--- config.mk ---
export PLATFORM = sky130hd
export DESIGN_NAME = reg_read_arbiter
export DESIGN_NICKNAME = d
export VERILOG_FILES = /design/src/rtl/reg_read_arbiter.sv
export SDC_FILE = /design/constraint.sdc
export NUM_CORES = 1
export LEC_CHECK = 0
export CAP_MARGIN = 20
export CORE_MARGIN = 4
export CORE_UTILIZATION = 61
export DETAILED_ROUTE_END_ITERATION = 8
export DONT_BUFFER_PORTS = 1
export PLACE_DENSITY = 0.85
export SYNTH_ARGS = -nofsm -noshare
export SYNTH_HDL_FRONTEND = slang
export SYNTH_SLANG_ARGS = --single-unit
--- constraint.sdc ---
create_clock -name clock -period 1.8 [get_ports clock]
set_input_delay 0.36 -clock clock [delete_from_list [all_inputs] [get_ports clock]]
set_output_delay 0.36 -clock clock [all_outputs]
set_load 0.02 [all_outputs]
--- src/rtl/reg_read_arbiter.sv ---
// Round-robin arbiter sharing the register-file read port among NREQ requesters.
// Two-stage pipeline (select, then read), with forwarding of a same-cycle CDB write.
module reg_read_arbiter #(
    parameter int NREQ = 4,
    parameter int IDW  = 2
) (
    input  logic              clock,
    input  logic              reset,
    input  logic [NREQ-1:0]   req,
    input  logic [4*NREQ-1:0] req_reg,
    output logic [NREQ-1:0]   gnt,
    output logic [3:0]        regnumber,
    input  logic [15:0]       regout,
    input  logic              wr_en,
    input  logic [3:0]        wr_reg,
    input  logic [15:0]       wr_data,
    output logic              rsp_valid,
    output logic [IDW-1:0]    rsp_id,
    output logic [15:0]       rsp_data,
    output logic              rsp_err
);

    logic [IDW-1:0] rr_ptr;
    logic [IDW-1:0] win_idx;
    logic [IDW-1:0] cand;
    logic           win_found;
    logic           s1_valid;
    logic [IDW-1:0] s1_id;
    logic           reg_ok;
    logic           fwd_hit;

    // Search starts just after the last winner; the first pending request wins.
    always_comb begin
        win_idx   = '0;
        win_found = 1'b0;
        cand      = '0;
        gnt       = '0;
        for (int k = 1; k <= NREQ; k++) begin
            cand = IDW'((int'(rr_ptr) + k) % NREQ);
            if (!win_found && req[cand]) begin
                win_found = 1'b1;
                win_idx   = cand;
            end
        end
        if (win_found && !reset) begin
            gnt[win_idx] = 1'b1;
        end
    end

    assign reg_ok  = (regnumber >= 4'd1) && (regnumber <= 4'd6);
    assign fwd_hit = wr_en && (wr_reg == regnumber);

    always_ff @(posedge clock) begin
        if (reset) begin
            rr_ptr    <= IDW'(NREQ - 1);
            regnumber <= 4'b0000;
            s1_valid  <= 1'b0;
            s1_id     <= '0;
            rsp_valid <= 1'b0;
            rsp_id    <= '0;
            rsp_data  <= 16'h0000;
            rsp_err   <= 1'b0;
        end else begin
            s1_valid <= win_found;
            if (win_found) begin
                rr_ptr    <= win_idx;
                s1_id     <= win_idx;
                regnumber <= req_reg[{win_idx, 2'b00} +: 4];
            end
            // Response fields only change with a new response and hold otherwise.
            rsp_valid <= s1_valid;
            if (s1_valid) begin
                rsp_id <= s1_id;
                if (!reg_ok) begin
                    rsp_err  <= 1'b1;
                    rsp_data <= 16'h0000;
                end else if (fwd_hit) begin
                    rsp_err  <= 1'b0;
                    rsp_data <= wr_data;
                end else begin
                    rsp_err  <= 1'b0;
                    rsp_data <= regout;
                end
            end
        end
    end

endmodule

== After elaboration in Yosys (flattened, before gate mapping) ==
Index checks and enable logic that the tools add are counted.

* Magnitude comparators: 8
* Reduce and logical (&&, ||, !) cells: 11
* Add/subtract/negate cells: 4
* Shift operators: 1
* Multiply operators: 0
* Divide/modulo/power cells: 0
* Bitwise operators: 0
* Muxes and demuxes: 22
* Eq/ne operators: 1

{| class="wikitable"
|+ Operators with widths
! kind !! count
|-
| 16-bit two-way mux || 2
|-
| 16-bit by 5-bit variable part select with 4-bit output || 1
|-
| 2-bit by 3-bit less-than comparator with 1-bit output (second input constant) || 5
|-
| 1-bit two-way mux || 10
|-
| 1-bit binary-select mux with 2-bit select || 4
|-
| 2-bit two-way mux || 4
|-
| 1-bit logical AND || 7
|-
| 2-bit by 1-bit adder with 2-bit output (second input constant) || 2
|-
| 2-bit adder (second input constant) || 2
|-
| 4-bit equality test || 1
|-
| 4-bit by 1-bit greater-or-equal comparator with 1-bit output (second input constant) || 1
|-
| 4-bit by 3-bit <= comparator with 1-bit output (second input constant) || 1
|-
| 1-bit zero test || 4
|-
| 4-bit two-way mux || 1
|-
| 1-bit demux with 2-bit select || 1
|-
| 2-bit by 1-bit greater-or-equal comparator with 1-bit output (second input constant) || 1
|}

* Output and inout port bits: 28
* Latch bits: 0
* Bits of input ports: 59
* Bits in read-only memories: 0
* Memories: 0
* Bits in writable memories: 0
* Word-level logic and storage cells: 55
* Register bits: 29

== Logic depth before layout (Yosys ltp) ==
* Depth after elaboration: 18
* Mapped depth: 7
* Mapped depth without buffers: 5

== Worst setup path before layout ==
Ideal clock, no wire load.

* Path kind: reg-to-output
* Start point: register rr_ptr[1]
* End point: output port gnt[2]
* Path buffers: 2
* Data arrival time: 1859 ps
* Data required time: 1440 ps
* Cell stages (with the launch flop): 7
* Slack: -419 ps
* Cells stage by stage: dfxtp_1 buf_2 mux2i_1 o32ai_2 a21o_4 buf_6 nor4_1

* Cells in the longest elaborated chain, start to end: 18
* Elaborated cells on any way between the ends: 33
* Classes of those cells: add/sub (4); order compare (2); mux (19); reduce/logical (8)

{| class="wikitable"
|+ RTL lines
! item !! RTL line !! RTL
|-
| start: declaration || 23 || <nowiki>logic [IDW-1:0] rr_ptr;</nowiki>
|-
| start signal: assignment || 55 || <nowiki>rr_ptr <= IDW'(NREQ - 1);</nowiki>
|-
| start signal: assignment || 66 || <nowiki>rr_ptr <= win_idx;</nowiki>
|-
| 2-bit by 1-bit adder with 2-bit output || 39 || <nowiki>cand = IDW'((int'(rr_ptr) + k) % NREQ);</nowiki>
|-
| 1-bit binary-select mux with 2-bit select || 40 || <nowiki>if (!win_found && req[cand]) begin</nowiki>
|-
| 1-bit two-way mux (not written as such) || 40 ||
|-
| 1-bit two-way mux || 40 ||
|-
| 1-bit zero test || 40 ||
|-
| 1-bit logical AND || 40 ||
|-
| 1-bit two-way mux || 40 ||
|-
| 1-bit zero test || 40 ||
|-
| [2 not listed] || n/a ||
|-
| 1-bit zero test || 40 ||
|-
| 1-bit logical AND || 40 ||
|-
| 2-bit two-way mux || 40 ||
|-
| 2-bit by 3-bit less-than comparator with 1-bit output (not written as such) or 2-bit by 1-bit greater-or-equal comparator with 1-bit output (tied branches) || 46 || <nowiki>gnt[win_idx] = 1'b1;</nowiki>
|-
| 1-bit logical AND (not written as such) || 46 ||
|-
| 1-bit two-way mux (not written as such) || 46 ||
|-
| 1-bit demux with 2-bit select || 46 ||
|-
| 4-bit two-way mux * || 45 || <nowiki>if (win_found && !reset) begin</nowiki>
|-
| end: declaration || 11 || <nowiki>output logic [NREQ-1:0] gnt,</nowiki>
|}

Mark *: on every way between the ends. The rest lies on a longest branch, timed or not. The select of a mux whose other input is x is not followed.

== Worst setup path in the final report ==
* Start point: register rr_ptr[0]
* End point: output port gnt[2]

Same word-level chain as after synthesis.

==> reports/results.tsv <==
stage	metric	value	unit
route	via count	1312	
grt	first-pass GRT wire length	6.04	mm
timing	RSZ-0062 raised after global routing	yes	
finish	Finished Core Util	0.755	
timing	Layout Skew	0.0171	ns
route	Initial DRC Count	45	
timing	Final setup viols	4	
route	Via density	6.37	
clock_tree	H-Tree Level Count	2	
setup_path	Crit. End Element	primary output	
setup_path	worst path required time	1.44	ns
placement	Placement Cell Area	1570	sq um
synth	Cell Area, Synth	1450	sq um
clock_tree	clock tree buffer depth	2	
power	Peak VDD IR	0.652	mV
die	I/O pin cnt	87	
placement	gpl congestion	0.793	
placement	IO Port Bufs	0	
power	Pwr Density	898	nW/um^2
clock_tree	hold_buf cts	0	
synth	Seq cells post-synth	29	
route	DR pass1 iterations	4	
timing	Final period util	1.11	
timing	Pins Over Slew Limit	0	
clock_tree	Reg clk slew, reported paths	0.11	ns
clock_tree	latest clock arrival within the worst-skew pair	0.33	ns
finish	layout cells sized above 1	0.208	
synth	Cells after Synth	164	
setup_path	slowest stage cell, crit path	a211o_4	
grt	overall routing resource usage	0.240	
hold_path	HP Class	input port to flop	
die	initial core utilization	0.651	
setup_path	CP cell instances	inv_2 -> o22ai_2 -> a211o_4 -> nor4_4 -> buf_4	
timing	Worst slew margin	0.374	
timing	minimum clock period	1.99	ns
setup_path	CP Data Arrival Time	1.63	ns
route	final antenna-violating net count	0	
route	final wirelength	3.93	mm
run_status	failing checks	setup timing	
route	residual DRC count	0	
timing	final setup margin	-0.194	ns
timing	f_max	0.502	GHz
finish	Layout Area Growth over Synthesis	16.0	%
die	chip width	56.8	um
finish	antenna cell count	0	
synth	Syn Nets	223	
synth	Synth warnings	0	
grt	vias in the first global route	1293	
die	Rows	17	
synth	Post-synth EDFFs	0	
synth	mean post-synth cell area	8.87	sq um
die	die area	3230	sq um
synth	Distinct cells, synth	29	
setup_path	Setup Crit Path Kind	flop to primary output	
clock_tree	CTS tree	yes	
die	height of the die	56.8	um
setup_path	max incr delay on CP	0.40	ns
run_status	status	finished, violations left	
setup_path	CP startpoint kind	flop	
power	Pleak	0.640	nW
timing	Slew @ Worst Pin	0.936	ns
setup_path	critical path buffer and inverter count	2	
clock_tree	Inserted Clock Buffers	5	
synth	ys flop type	dfxtp_1	
finish	nets	236	
synth	asr flop ratio synth	0	
setup_path	family with the most delay on the worst path	compound AO/OA/AOI/OAI gates	
clock_tree	CTS Sinks	29	
timing	worst hold margin	0.0927	ns
synth	share of the yosys chip area belonging to registers	0.399	
grt	initial antenna violation count	0	
placement	HPWL Detailed	2.87	mm
finish	fin area	1690	sq um
run	max cap viols	0	
grt	grt ovf	0	
setup_path	CP Max Fanout	6	
clock_tree	Clock Root Buffer	clkbuf_4	
timing	count of final hold-check violations	0	
die	Core Footprint	2230	sq um
route	wire per inst	19.1	um
grt	largest net degree at the start of global routing	17	
[area by class of cell]
class                           count  area [sq um]
Timing Repair Buffer               15           125
Sequential cell                    29           588
Tap cell                           28          35.0
Inverter                            8          30.0
Multi-Input combinational cell    118           857
Fill cell                         177           547
Clock buffer                        6          41.3
Clock inverter                      2          10.0
[registers in the layout (all words and copies together) (netlist names)]
name and count:
rsp_err 1, s1_id 2, rsp_data 16, s1_valid 1, rsp_id 2, regnumber 4
rsp_valid 1, rr_ptr 2
[power by group]
group          switching [W]  leakage, nW  total [W]  internal, W
Clock               0.000233       0.0320   0.000382     0.000149
Sequential         0.0000895        0.239   0.000787     0.000698
Combinational       0.000186        0.369   0.000346     0.000160
[through the flow]
step	setup WS (ns)	TNS, ns	instances	total power, W
2_1_floorplan	-0.00868	-0.00868	164	0.00104
3_3_place_gp	0.0521	0	193	0.00109
3_5_place_dp	-0.0331	-0.0331	193	0.00111
4_1_cts	-0.184	-0.575	205	0.00150
5_1_grt	-0.238	-0.760	206	0.00159
6_report	-0.194	-0.587	206	0.00152
[worst paths after layout]
check / startpoint / endpoint / slack, ns / depth (start not counted)
hold / removal: reset / s1_id[1] / 0.09 / 1
setup / recovery: rr_ptr[0] / gnt[2] / -0.19 / 5
hold reg to reg: s1_id[1] / s1_id[1] / 0.49 / 2
setup reg to reg: rr_ptr[1] / regnumber[0] / 0.11 / 6
[timing repair]
| item | 4_1_cts | 5_1_grt |
|---|---|---|
| resized for setup | 6 | 3 |
| setup buffers | 4 | 1 |
| setup endpoints to repair | 4 | 4 |
| pin swaps | 2 | 2 |
[cell families (layout without fill, tap and decap cells)]
| kind of cell | after synthesis | in the layout | share of synthesized area |
|---|---|---|---|
| mux | 23 | 23 | 0.158 |
| simple gates | 46 | 46 | 0.149 |
| buf+inv | 17 | 31 | 0.0602 |
| compound gates | 45 | 45 | 0.209 |
| flops | 29 | 29 | 0.399 |
| xor+xnor | 4 | 4 | 0.0241 |
[per-layer routing]
layer | GRT usage | vias to the layer above | wire (um)
met5 | 0 | - | 0
li1 | - | 607 | -
met4 | 0.116 | 0 | 116
met2 | 0.414 | 81 | 2030
met3 | 0.0989 | 12 | 380
met1 | 0.250 | 612 | 1410
[cell usage after synthesis (5+ instances only)]
master	number	share of area
o21bai_1	5	0.026
dfxtp_1	29	0.40
inv_1	8	0.021
nor2_1	11	0.028
a211oi_1	14	0.072
mux2i_1	23	0.16
clkbuf_1	5	0.013
nand2_1	23	0.059
o21ai_1	10	0.034
o21ai_0	7	0.024
[placed cells by master, fill, tap and decap left out]
cell type and count:
nor4_2 1, mux2i_4 1, inv_2 1, o21ai_0 7
nor2_2 1, o21bai_1 5, dfxtp_1 27, o32ai_4 1
buf_12 1, a211oi_1 14, and3_2 1, nor4_4 2
nor2_1 10, clkbuf_1 1, a211o_4 1, a311oi_1 1
xor2_1 3, o21ai_1 10, nor2b_1 2, nor3_1 3
inv_1 7, nand2_1 23, dfxtp_4 2, clkbuf_4 5
mux2i_1 22, a21o_4 1, clkinv_2 2, xnor2_1 1
buf_4 14, nand2b_1 1, and3b_2 1, and3_1 1
o22ai_2 2, a21oi_1 3
(Power assumes the default switching activity.)
